--- src/rtl/mpu_thread_fetch_sched_if.sv ---
// mpu_thread_fetch_sched_if: thread-ready queue, load port and dispatch signals of the fetch scheduler
interface mpu_thread_fetch_sched_if #(
    parameter int WIDTH_ADDR = 10,
    parameter int WIDTH_ID   = 8
);
    logic                  I_Req;
    logic [WIDTH_ID-1:0]   I_ThreadID;
    logic [WIDTH_ADDR-1:0] I_Base;
    logic [WIDTH_ADDR-1:0] I_Length;
    logic                  O_Full;
    logic                  O_Req_Ld;
    logic [WIDTH_ADDR-1:0] O_Address_Ld;
    logic                  I_Valid_Ld;
    logic                  I_Stall;
    logic                  O_Start;
    logic                  O_End;
    logic [WIDTH_ID-1:0]   O_ThreadID;
    logic                  O_Busy;
    logic                  O_Error;
    modport master (
        output I_Req, I_ThreadID, I_Base, I_Length, I_Valid_Ld, I_Stall,
        input  O_Full, O_Req_Ld, O_Address_Ld, O_Start, O_End, O_ThreadID, O_Busy, O_Error
    );
    modport slave (
        input  I_Req, I_ThreadID, I_Base, I_Length, I_Valid_Ld, I_Stall,
        output O_Full, O_Req_Ld, O_Address_Ld, O_Start, O_End, O_ThreadID, O_Busy, O_Error
    );
endinterface

--- src/rtl/mpu_thread_fetch_sched.sv ---
// mpu_thread_fetch_sched: queues ready threads and streams their instruction loads, one per cycle,
// tracking returned beats and flagging thread start/end to dispatch.
module mpu_thread_fetch_sched #(
    parameter int NUM_PEND   = 4,
    parameter int WIDTH_ADDR = 10,
    parameter int WIDTH_ID   = 8
) (
    input logic clock,
    input logic reset,
    mpu_thread_fetch_sched_if.slave bus
);
    localparam int PW = $clog2(NUM_PEND);
    localparam int EW = WIDTH_ID + 2 * WIDTH_ADDR;
    typedef enum logic [1:0] {IDLE, ISSUE, DRAIN, DONE} state_t;
    state_t                state, state_nxt;
    logic [EW-1:0]         q_mem [NUM_PEND];
    logic [PW-1:0]         wr_ptr, rd_ptr;
    logic [PW:0]           q_cnt;
    logic [WIDTH_ID-1:0]   h_id, r_id;
    logic [WIDTH_ADDR-1:0] h_base, h_len, r_addr, r_remain;
    logic [WIDTH_ADDR:0]   r_outst;
    logic                  full, push, pop, issue, ret, r_start, r_err;
    assign {h_id, h_base, h_len} = q_mem[rd_ptr];
    assign full  = q_cnt == (PW+1)'(NUM_PEND);
    assign push  = bus.I_Req && !full;
    assign pop   = state == IDLE && q_cnt != '0;
    assign issue = state == ISSUE && !bus.I_Stall;
    // a return with nothing outstanding is spurious and must not underflow the counter
    assign ret   = bus.I_Valid_Ld && r_outst != '0;
    always_ff @(posedge clock) begin
        if (push) q_mem[wr_ptr] <= {bus.I_ThreadID, bus.I_Base, bus.I_Length};
    end
    always_ff @(posedge clock or negedge reset) begin
        if (!reset) state <= IDLE;
        else        state <= state_nxt;
    end
    always_comb begin
        state_nxt = state;
        case (state)
            IDLE:    if (q_cnt != '0) state_nxt = h_len != '0 ? ISSUE : DONE;
            ISSUE:   if (issue && r_remain == WIDTH_ADDR'(1)) state_nxt = DRAIN;
            DRAIN:   if (r_outst == '0) state_nxt = DONE;
            default: state_nxt = IDLE;
        endcase
    end
    always_ff @(posedge clock or negedge reset) begin
        if (!reset) begin
            wr_ptr   <= '0;
            rd_ptr   <= '0;
            q_cnt    <= '0;
            r_id     <= '0;
            r_addr   <= '0;
            r_remain <= '0;
            r_outst  <= '0;
            r_start  <= 1'b0;
            r_err    <= 1'b0;
        end else begin
            if (push) wr_ptr <= wr_ptr + PW'(1);
            if (pop) rd_ptr <= rd_ptr + PW'(1);
            q_cnt   <= q_cnt + (PW+1)'(push) - (PW+1)'(pop);
            r_start <= pop;
            if (pop) begin
                r_id     <= h_id;
                r_addr   <= h_base;
                r_remain <= h_len;
            end else if (issue) begin
                r_addr   <= r_addr + WIDTH_ADDR'(1);
                r_remain <= r_remain - WIDTH_ADDR'(1);
            end
            r_outst <= r_outst + (WIDTH_ADDR+1)'(issue) - (WIDTH_ADDR+1)'(ret);
            r_err   <= r_err || (bus.I_Req && full) || (bus.I_Valid_Ld && r_outst == '0);
        end
    end
    assign bus.O_Full       = full;
    assign bus.O_Req_Ld     = issue;
    assign bus.O_Address_Ld = r_addr;
    assign bus.O_Start      = r_start;
    assign bus.O_End        = state == DONE;
    assign bus.O_ThreadID   = r_id;
    assign bus.O_Busy       = state != IDLE;
    assign bus.O_Error      = r_err;
endmodule
--- src/flat_wrapper.sv ---
// flat-port wrapper written by rule: the top's interface ports become plain ports
module mpu_thread_fetch_sched_flat 
#(
    parameter int NUM_PEND   = 4,
    parameter int WIDTH_ADDR = 10,
    parameter int WIDTH_ID   = 8
)
  (clock, reset, bus_I_Req, bus_I_ThreadID, bus_I_Base, bus_I_Length, bus_I_Valid_Ld, bus_I_Stall, bus_O_Full, bus_O_Req_Ld, bus_O_Address_Ld, bus_O_Start, bus_O_End, bus_O_ThreadID, bus_O_Busy, bus_O_Error);
  mpu_thread_fetch_sched_if #(.WIDTH_ADDR(WIDTH_ADDR), .WIDTH_ID(WIDTH_ID)) bus_i ();
  input logic clock;
  input logic reset;
  input wire logic [$bits(bus_i.I_Req)-1:0] bus_I_Req;
  input wire logic [$bits(bus_i.I_ThreadID)-1:0] bus_I_ThreadID;
  input wire logic [$bits(bus_i.I_Base)-1:0] bus_I_Base;
  input wire logic [$bits(bus_i.I_Length)-1:0] bus_I_Length;
  input wire logic [$bits(bus_i.I_Valid_Ld)-1:0] bus_I_Valid_Ld;
  input wire logic [$bits(bus_i.I_Stall)-1:0] bus_I_Stall;
  output wire logic [$bits(bus_i.O_Full)-1:0] bus_O_Full;
  output wire logic [$bits(bus_i.O_Req_Ld)-1:0] bus_O_Req_Ld;
  output wire logic [$bits(bus_i.O_Address_Ld)-1:0] bus_O_Address_Ld;
  output wire logic [$bits(bus_i.O_Start)-1:0] bus_O_Start;
  output wire logic [$bits(bus_i.O_End)-1:0] bus_O_End;
  output wire logic [$bits(bus_i.O_ThreadID)-1:0] bus_O_ThreadID;
  output wire logic [$bits(bus_i.O_Busy)-1:0] bus_O_Busy;
  output wire logic [$bits(bus_i.O_Error)-1:0] bus_O_Error;
  assign bus_i.I_Req = bus_I_Req;
  assign bus_i.I_ThreadID = bus_I_ThreadID;
  assign bus_i.I_Base = bus_I_Base;
  assign bus_i.I_Length = bus_I_Length;
  assign bus_i.I_Valid_Ld = bus_I_Valid_Ld;
  assign bus_i.I_Stall = bus_I_Stall;
  assign bus_O_Full = bus_i.O_Full;
  assign bus_O_Req_Ld = bus_i.O_Req_Ld;
  assign bus_O_Address_Ld = bus_i.O_Address_Ld;
  assign bus_O_Start = bus_i.O_Start;
  assign bus_O_End = bus_i.O_End;
  assign bus_O_ThreadID = bus_i.O_ThreadID;
  assign bus_O_Busy = bus_i.O_Busy;
  assign bus_O_Error = bus_i.O_Error;
  mpu_thread_fetch_sched #(.NUM_PEND(NUM_PEND), .WIDTH_ADDR(WIDTH_ADDR), .WIDTH_ID(WIDTH_ID)) u_core (.clock(clock), .reset(reset), .bus(bus_i));
endmodule
--- config.mk ---
export PLATFORM = sky130hd
export DESIGN_NAME = mpu_thread_fetch_sched_flat
export DESIGN_NICKNAME = d
export VERILOG_FILES = /design/src/rtl/mpu_thread_fetch_sched_if.sv /design/src/rtl/mpu_thread_fetch_sched.sv /design/src/flat_wrapper.sv
export SDC_FILE = /design/constraint.sdc
export NUM_CORES = 1
export LEC_CHECK = 0
export CAP_MARGIN = 40
export CORE_AREA = 3 3 98 193
export DETAILED_ROUTE_END_ITERATION = 12
export DIE_AREA = 0 0 101 196
export PLACE_DENSITY_LB_ADDON = 0.12
export SLEW_MARGIN = 20
export SYNTH_ARGS = -nofsm -noshare
export SYNTH_HDL_FRONTEND = slang
export SYNTH_SLANG_ARGS = --single-unit
export TNS_END_PERCENT = 1
--- constraint.sdc ---
create_clock -name clock -period 6.9 [get_ports clock]
set_input_delay 1.035 -clock clock [delete_from_list [all_inputs] [get_ports clock]]
set_output_delay 1.035 -clock clock [all_outputs]
set_load 0.02 [all_outputs]
# Word level (Yosys, flattened, before mapping)
# Memories as Yosys holds them, arrays and structs flattened.
# Index checks and enable logic that the tools add are counted.
# word_totals
n_memories,1
regBits,50
input_bits,33
ram_bits,112
word_cells,57
# mem_list
name,words,word_bits,read_ports,rd_ports_with_merged_regs,wr,line_no,rtl
u_core.q_mem,4,28,1,0,1,mpu_thread_fetch_sched.sv:16,logic [EW-1:0] q_mem [NUM_PEND];
# op_classes
muxes,11
add_sub_neg,8
n_eq_ne,8
reduce_logical,19
# op_table
cell,count
$mux 10,4
$add 11x1->11,1
$logic_not 11->1,1
$reduce_bool 11->1,1
$sub 11x1->11,1
$add 10x1->10 const B,1
$eq 10x1->1 const B,1
$reduce_bool 10->1,1
$sub 10x1->10 const B,1
$mux 2,4
$logic_and 1x1->1,7
$pmux 2 s3,1
$add 2x1->2 const B,2
$eq 2x2->1 const B,2
$ne 2x2->1 const B,2
$reduce_bool 2->1,2
$add 3x1->3,1
$eq 3x3->1 const B,1
$reduce_and 3->1,1
$reduce_bool 3->1,1
$sub 3x1->3,1
$eq 2x1->1 const B,1
$logic_not 1->1,2
$logic_not 2->1,1
other kinds (3),5

# Depth between registers and ports, before layout
# Gate-level depths: netlist of run 1.
# depth
depth_word,5
depth_mapped,15

# Least setup slack after synthesis of run 1
# OpenSTA, ideal clock, no wires.
# synth_timing
path_type,input to register
start,input port bus_I_Stall
end,register u_core.r_outst[10]
path_buffers,1
setup_ps,135
arrival_time_ps,3001
path_slack_ps,3764
path_stages,12
path_cell_list,nand2b_1 -> buf_2 -> ha_1 -> inv_1 -> ha_1 -> inv_1 -> fa_1 -> nor2b_1 -> o21ai_0 -> a211oi_1 -> o21a_1 -> o211ai_1
# synth_via
elab_chain_len,4
# synth_rtl
item,line_no,rtl
start: declaration,flat_wrapper.sv:17,input wire logic [$bits(bus_i.I_Stall)-1:0] bus_I_Stall;
$logic_not 1->1,mpu_thread_fetch_sched.sv:27,assign issue = state == ISSUE && !bus.I_Stall;
$logic_and 1x1->1,mpu_thread_fetch_sched.sv:27,
$add 11x1->11,mpu_thread_fetch_sched.sv:70,r_outst <= r_outst + (WIDTH_ADDR+1)'(issue) - (WIDTH_ADDR+1)'(ret);
$sub 11x1->11,mpu_thread_fetch_sched.sv:70,
end signal: assignment,mpu_thread_fetch_sched.sv:70,
end: declaration,mpu_thread_fetch_sched.sv:21,logic [WIDTH_ADDR:0] r_outst;
# Every way passes these cells.
# A chain may end at the register's enable or synchronous reset.

# Worst setup path after layout of run 1
# layout_timing
start,input port bus_I_Stall
end,output port bus_O_Req_Ld
# layout_via
elab_chain_len,2
# layout_rtl
item,line_no,rtl
$logic_not 1->1,mpu_thread_fetch_sched.sv:27,
$logic_and 1x1->1,mpu_thread_fetch_sched.sv:27,
end: declaration,flat_wrapper.sv:19,output wire logic [$bits(bus_i.O_Req_Ld)-1:0] bus_O_Req_Ld;
# Every way passes these cells.

==> results.json, run 1 <==
{
  "maxCapViolations": 0,
  "max_stage_delay_ps": 620,
  "post_cts_resized": 0,
  "synth_simple_gate_area_share_pct": 6.62,
  "gp_congestion": 0.782,
  "grt_pass1_vias": 4247,
  "grt_pass1_wl_um": 22500,
  "synthMuxAreaShare_pct": 10.7,
  "postSynthAreaPerCell_um2": 15.8,
  "power_leakage_nw": 3.04,
  "clk_pin_slew_ps": 70,
  "cts_root_buf": "clkbuf_16",
  "cp-end-kind": "output port",
  "synth-main-ff-cell": "edfxtp_1",
  "worst_pin_slew_ps": 775,
  "grt_max_degree": 51,
  "htree_levels": 4,
  "holdBufCountCts": 0,
  "setup.worst_path.class": "primary input to output port",
  "wl_per_cell_um": 19.0,
  "dr.pass1.iters": 4,
  "ys_ff_latch": 162,
  "avgViaCountPerCell": 5.08,
  "ios": 57,
  "multi_input_area_mm2": 0.00213,
  "async_reset_ff_share_pct": 30.9,
  "ant_nets": 0,
  "synth_edf_count": 112,
  "crit_fanout": 9,
  "fillCellCount": 1519,
  "ir_worst_vdd_mv": 0.178,
  "start_util_pct": 39.5,
  "clock_skew_ps": 10.0,
  "layout_min_cycle_time_ps": 3790,
  "fin_nets": 573,
  "clockBufferDepth": 2,
  "yosys_warnings": 0,
  "postLayoutCoreUtil_pct": 47.7,
  "setup_violations": 0,
  "rsz0062_at_grt": "false",
  "fin_hold_ws_ps": 491,
  "cts_made_buffers": 17,
  "antenna_found_initial": 0,
  "finalMaxSlewViolations": 0,
  "drt-total-wl_um": 13900,
  "synth_fp_nets": 503,
  "r2r_start": "u_core.r_outst[2]",
  "antenna_cells": 0,
  "tns_ps": 0,
  "clk_latency_ps": 420,
  "design.core.area_mm2": 0.0175,
  "arrival_ps": 2750,
  "grt_util_all_layers_pct": 15.1,
  "drcViolationCount": 0,
  "cp_common_cell": "clkdlybuf4s50_1",
  "crit_chain": "clkdlybuf4s50_1, nand2b_1, clkinv_1, clkdlybuf4s50_1",
  "syn-cell-area_mm2": 0.00693,
  "post_cts_buffers": 0,
  "yosys.area_share.adder_pct": 5.63,
  "seq_area_mm2": 0.00462,
  "synth_compound_area_share_pct": 3.84,
  "r2r_end": "u_core.r_outst[10]",
  "worstHoldPathType": "flop to flop",
  "die_area_mm2": 0.0198,
  "whs_path_depth": 2,
  "syn_inst": 440,
  "dieWidth_um": 101,
  "drtIter0Drc": 123,
  "hp-start": "u_core.bus.O_Error",
  "synth_seq_area_share_pct": 66.6,
  "synth-xor-area-share_pct": 3.92,
  "synth_top_family_by_area": "multiplexers",
  "clock-sinks": 162,
  "worstSetupStartpointType": "primary input",
  "critPathSlowestCell": "clkdlybuf4s50_1",
  "rows": 68,
  "cts_tree": "built",
  "rrSetupSlack_ps": 3530,
  "min_to": "u_core.bus.O_Error",
  "grt_overflow_total": 0,
  "die_h_um": 196,
  "portBuffers": 56,
  "layout-drive-gt1-share_pct": 15.9,
  "synth_cell_types": 45,
  "hold_viol_final": 0,
  "fmax_mhz": 264,
  "required_ps": 5860,
  "status": "finished clean",
  "min_period_over_period_pct": 54.9,
  "reg2reg_depth": 15,
  "powerDensity_mw_per_mm2": 397,
  "syn2layout_area_growth_pct": 20.7,
  "maxSlewHeadroom_pct": 47.9,
  "num_vias": 3726,
  "startpoint": "bus_I_Stall",
  "dp_hpwl_um": 9310
}
[layout make-up]
| class | instances | area share, % |
|---|---|---|
| clock inverters | 14 | 2.24 |
| clock buffers | 18 | 5.13 |
| flip-flops and latches | 162 | 55.2 |
| repair buffers | 65 | 7.45 |
| well taps | 210 | 3.14 |
| multi-input cells | 233 | 25.5 |
| inverters | 31 | 1.39 |
[where the power goes]
part	switching, mW	leakage, nW	total [mW]	internal, mW
registers	0.126	1.62	1.42	1.30
logic	0.507	1.13	0.914	0.407
clock network	0.378	0.292	0.982	0.604
[cell families (layout without fill, tap and decap cells)]
| logic type | Yosys count | in the layout |
|---|---|---|
| simple gates | 90 | 90 |
| flops | 162 | 162 |
| buf+inv | 45 | 128 |
| xor+xnor | 31 | 31 |
| compound gates | 44 | 44 |
| mux | 38 | 38 |
| fa+ha+maj | 30 | 30 |
[cell usage after synthesis, types with 2 or more instances]
| master | number | area share, % |
|---|---|---|
| inv_1 | 29 | 1.6 |
| o211ai_1 | 4 | 0.43 |
| o21bai_1 | 3 | 0.32 |
| nand3_1 | 5 | 0.36 |
| nor2b_1 | 3 | 0.27 |
| nor3b_1 | 4 | 0.43 |
| buf_2 | 3 | 0.22 |
| ha_1 | 28 | 5.1 |
| mux4_2 | 28 | 9.1 |
| edfxtp_1 | 112 | 49 |
| fa_1 | 2 | 0.58 |
| xor2_1 | 10 | 1.3 |
| or3_1 | 2 | 0.18 |
| buf_4 | 2 | 0.22 |
| and2_1 | 5 | 0.45 |
| nor4_1 | 4 | 0.36 |
| xnor2_1 | 21 | 2.7 |
| o21a_1 | 2 | 0.22 |
| nor2_1 | 34 | 1.8 |
| a21oi_1 | 22 | 1.6 |
| and3_1 | 2 | 0.18 |
| o21ai_0 | 6 | 0.43 |
| nand2_1 | 13 | 0.70 |
| nand2b_1 | 3 | 0.27 |
| clkbuf_1 | 8 | 0.43 |
| nor3_1 | 7 | 0.51 |
| or4_4 | 2 | 0.32 |
| mux2_2 | 8 | 1.3 |
| a31oi_1 | 3 | 0.27 |
| dfrtp_1 | 50 | 18 |
[worst max-delay path by stage]
| stage | endpoint | depth (start not counted) |
|---|---|---|
| 6_report | bus_O_Req_Ld | 4 |
| 3_5_place_dp | u_core.r_outst[10] | 12 |
| 2_1_floorplan | u_core.r_outst[10] | 12 |
| 3_3_place_gp | u_core.r_outst[10] | 12 |
| 4_1_cts | bus_O_Req_Ld | 4 |
| 5_1_grt | bus_O_Req_Ld | 4 |
[state kept, by name, summed over array words and instances, names as in the netlist, 3 cells and up]
signal and cells:
u_core.q_mem 112, u_core.r_outst 11, u_core.bus.O_Address_Ld 10, u_core.r_remain 10, u_core.bus.O_ThreadID 8, u_core.q_cnt 3
[per-layer routing]
| metal | global-route usage [%] | share of wire [%] |
|---|---|---|
| met4 | 6.31 | 1.8 |
| met5 | 0 | 0 |
| met3 | 2.74 | 2.5 |
| met1 | 15.9 | 38 |
| met2 | 28.6 | 58 |
[stage by stage]
stage	cell area [um2]	worst slack, ps	cells	power [mW]
after floorplan	6930	3760	440	2.05
after global placement	7750	3080	701	2.34
after detailed placement	7750	3040	701	2.37
after CTS	8360	3090	733	3.36
after global routing	8360	3000	733	3.52
final	8360	3110	733	3.32
[critical path, delay by kind of cell]
family | cells | cell delay (ps)
buffers and inverters | 3 | 1390
and+or+nand+nor | 1 | 320
[layout by cell type (no fill, tap or decap), types with 5 or more instances in the layout]
| cell type | synthesis | final |
|---|---|---|
| nor2_1 | 34 | 34 |
| buf_4 | 2 | 9 |
| nor3_1 | 7 | 7 |
| nand3_1 | 5 | 5 |
| clkdlybuf4s50_1 | 0 | 55 |
| mux2_2 | 8 | 8 |
| and2_1 | 5 | 5 |
| ha_1 | 28 | 28 |
| inv_1 | 29 | 29 |
| o21ai_0 | 6 | 6 |
| clkbuf_16 | 0 | 17 |
| mux4_2 | 28 | 28 |
| dfrtp_1 | 50 | 49 |
| edfxtp_1 | 112 | 112 |
| a21oi_1 | 22 | 22 |
| nand2_1 | 13 | 13 |
| xnor2_1 | 21 | 21 |
| xor2_1 | 10 | 10 |
Note: power is estimated with default switching activity, not from simulation.
==> run 2, diff against run 1 <==
==> constraint.sdc (replaced) <==
create_clock -name clock -period 3.5 [get_ports clock]
set_input_delay 0.525 -clock clock [delete_from_list [all_inputs] [get_ports clock]]
set_output_delay 0.525 -clock clock [all_outputs]
set_load 0.02 [all_outputs]
==> run 2 against run 1 <==
Net effect:
- sequential share of layout area down 0.099 points
- hold slack worse by 460 ps
- non-clock buffer count up 2
- clock power up 93%
- largest power group unchanged
- largest cell class unchanged
- utilization up 0.086 points
- flip-flop and latch count unchanged
- die area unchanged
- highest routed layer unchanged
- clock skew down 1.8 ps
- critical path depth up 11
- cell count up 0.14%
- combinational power up 100%
==> results.json, run 2 (synthesis results as in run 1) <==
{
  "portBuffers": 56,
  "avgViaCountPerCell": 5.07,
  "num_vias": 3722,
  "antenna_cells": 0,
  "largest_reg_flops": 112,
  "grt_max_degree": 42,
  "design.core.area_mm2": 0.0175,
  "fin_nets": 575,
  "reg.largest.list": "u_core.q_mem: 112 flops, u_core.r_outst: 11 flops",
  "top_usage_layer": "met2",
  "finalMaxSlewViolations": 0,
  "min_period_over_period_pct": 89.7,
  "cts_made_buffers": 17,
  "required_ps": 3790,
  "layout-drive-gt1-share_pct": 15.6,
  "gp_congestion": 0.758,
  "finalPower_mw": 6.52,
  "crit_fanout": 3,
  "power_leakage_nw": 3.05,
  "met3_usage_pct": 3.10,
  "drt-total-wl_um": 14000,
  "antenna_found_initial": 0,
  "drcViolationCount": 0,
  "grt_pass1_wl_um": 22400,
  "cts_root_buf": "clkbuf_16",
  "fillCellCount": 1564,
  "clock_skew_ps": 8.25,
  "hold_viol_final": 0,
  "rsz0062_at_grt": "false",
  "setup_violations": 0,
  "powerDensity_mw_per_mm2": 779,
  "clockBufferDepth": 2,
  "ir_worst_vdd_mv": 0.514,
  "dieWidth_um": 101,
  "top_register": "u_core.q_mem",
  "wl_per_cell_um": 19.1,
  "grt_overflow_total": 0,
  "worstHoldPathType": "primary input to async pin",
  "dp_hpwl_um": 9710,
  "syn2layout_area_growth_pct": 20.9,
  "die_area_mm2": 0.0198,
  "dr.pass1.iters": 4,
  "layout_commonest_cell": "edfxtp_1",
  "cts_tree": "built",
  "post_cts_buffers": 0,
  "grtUsageMet1_pct": 16.0,
  "setup.worst_path.class": "flop to flop",
  "drtIter0Drc": 99,
  "postLayoutCoreUtil_pct": 47.8,
  "die_h_um": 196,
  "start_util_pct": 39.5,
  "clock-sinks": 162,
  "grt_util_all_layers_pct": 15.4,
  "status": "finished clean",
  "grt_pass1_vias": 4214,
  "ant_nets": 0,
  "rows": 68,
  "clk_pin_slew_ps": 60,
  "arrival_ps": 3430,
  "use_met2_pct": 28.8,
  "tns_ps": 0,
  "ios": 57,
  "cp-end-kind": "flop",
  "htree_levels": 4,
  "fmax_mhz": 319,
  "final_cell_mix": "edfxtp_1, clkdlybuf4s50_1, dfrtp_1",
  "worst_pin_slew_ps": 637,
  "maxSlewHeadroom_pct": 57.5,
  "maxCapViolations": 0,
  "layout_min_cycle_time_ps": 3140,
  "clk_latency_ps": 420,
  "worstSetupStartpointType": "flop"
}
-- run 2: cell count changes in the layout (fill, tap and decap cells not counted), sizes merged --
cell and change:
clkbuf +2, buf +2, clkinv -1, clkinvlp -2
-- run 2: report_power, final --
part | internal [mW] | switching [mW] | total [mW]
clock | 1.19 | 0.714 | 1.90
sequential | 2.56 | 0.242 | 2.80
combinational | 0.806 | 1.02 | 1.83
-- run 2: routing by layer --
layer  vias to the layer above  routed length, um
li1                       1764                  -
met4                         0                376
met5                         -                  0
met3                        21                350
met2                        53               8100
met1                      1884               5180
-- run 2: layout make-up --
type                    instances  area, um2  share of cell area [%]
inverters                      31        116                    1.39
clock buffers                  20        437                    5.21
clock inverters                11        163                    1.94
multi-input cells             233       2130                    25.5
repair buffers                 67        651                    7.76
well taps                     210        263                    3.14
flip-flops and latches        162       4620                    55.1
-- run 2: worst paths after layout --
path,to,slack [ps],start,cells past startpoint
hold / removal,u_core.bus.O_Error,30,reset,1
hold reg to reg,u_core.bus.O_ThreadID[7],510,u_core.bus.O_ThreadID[7],1
setup reg to reg,u_core.r_outst[10],360,u_core.r_outst[2],15
min in group clock,u_core.bus.O_ThreadID[7],510,u_core.bus.O_ThreadID[7],1
max in group asynchronous,u_core.bus.O_Start,2870,reset,2
setup / recovery,u_core.r_outst[10],360,u_core.r_outst[2],15
-- run 2: through the flow --
stage	setup slack, ps	hold slack, ps	std cells	cell area (um2)
4_1_cts	237	22.0	734	8370
5_1_grt	46.3	41.4	734	8380
3_3_place_gp	311	488	702	7750
6_report	361	32.6	734	8380
2_1_floorplan	620	229	440	6930
3_5_place_dp	274	483	703	7770
-- run 2: critical path: stages, from the launching register on --
cell and delay, ps:
dfrtp_1 390, inv_1 80, ha_1 140, nor4b_1 240, nand4_1 170, and2_1 210
ha_1 260, inv_1 50, ha_1 150, inv_1 50, fa_1 400, nor2b_1 130
o21ai_0 140, a211oi_2 280, o21a_1 200, o211ai_1 100
-- run 2: what timing repair did --
| action | CTS | global route |
|---|---|---|
| hold buffers | 0 | 0 |
| gates resized for setup | 0 | 1 |
| endpoints found under the setup margin | 0 | 2 |
| hold endpoints to repair | 0 | 0 |
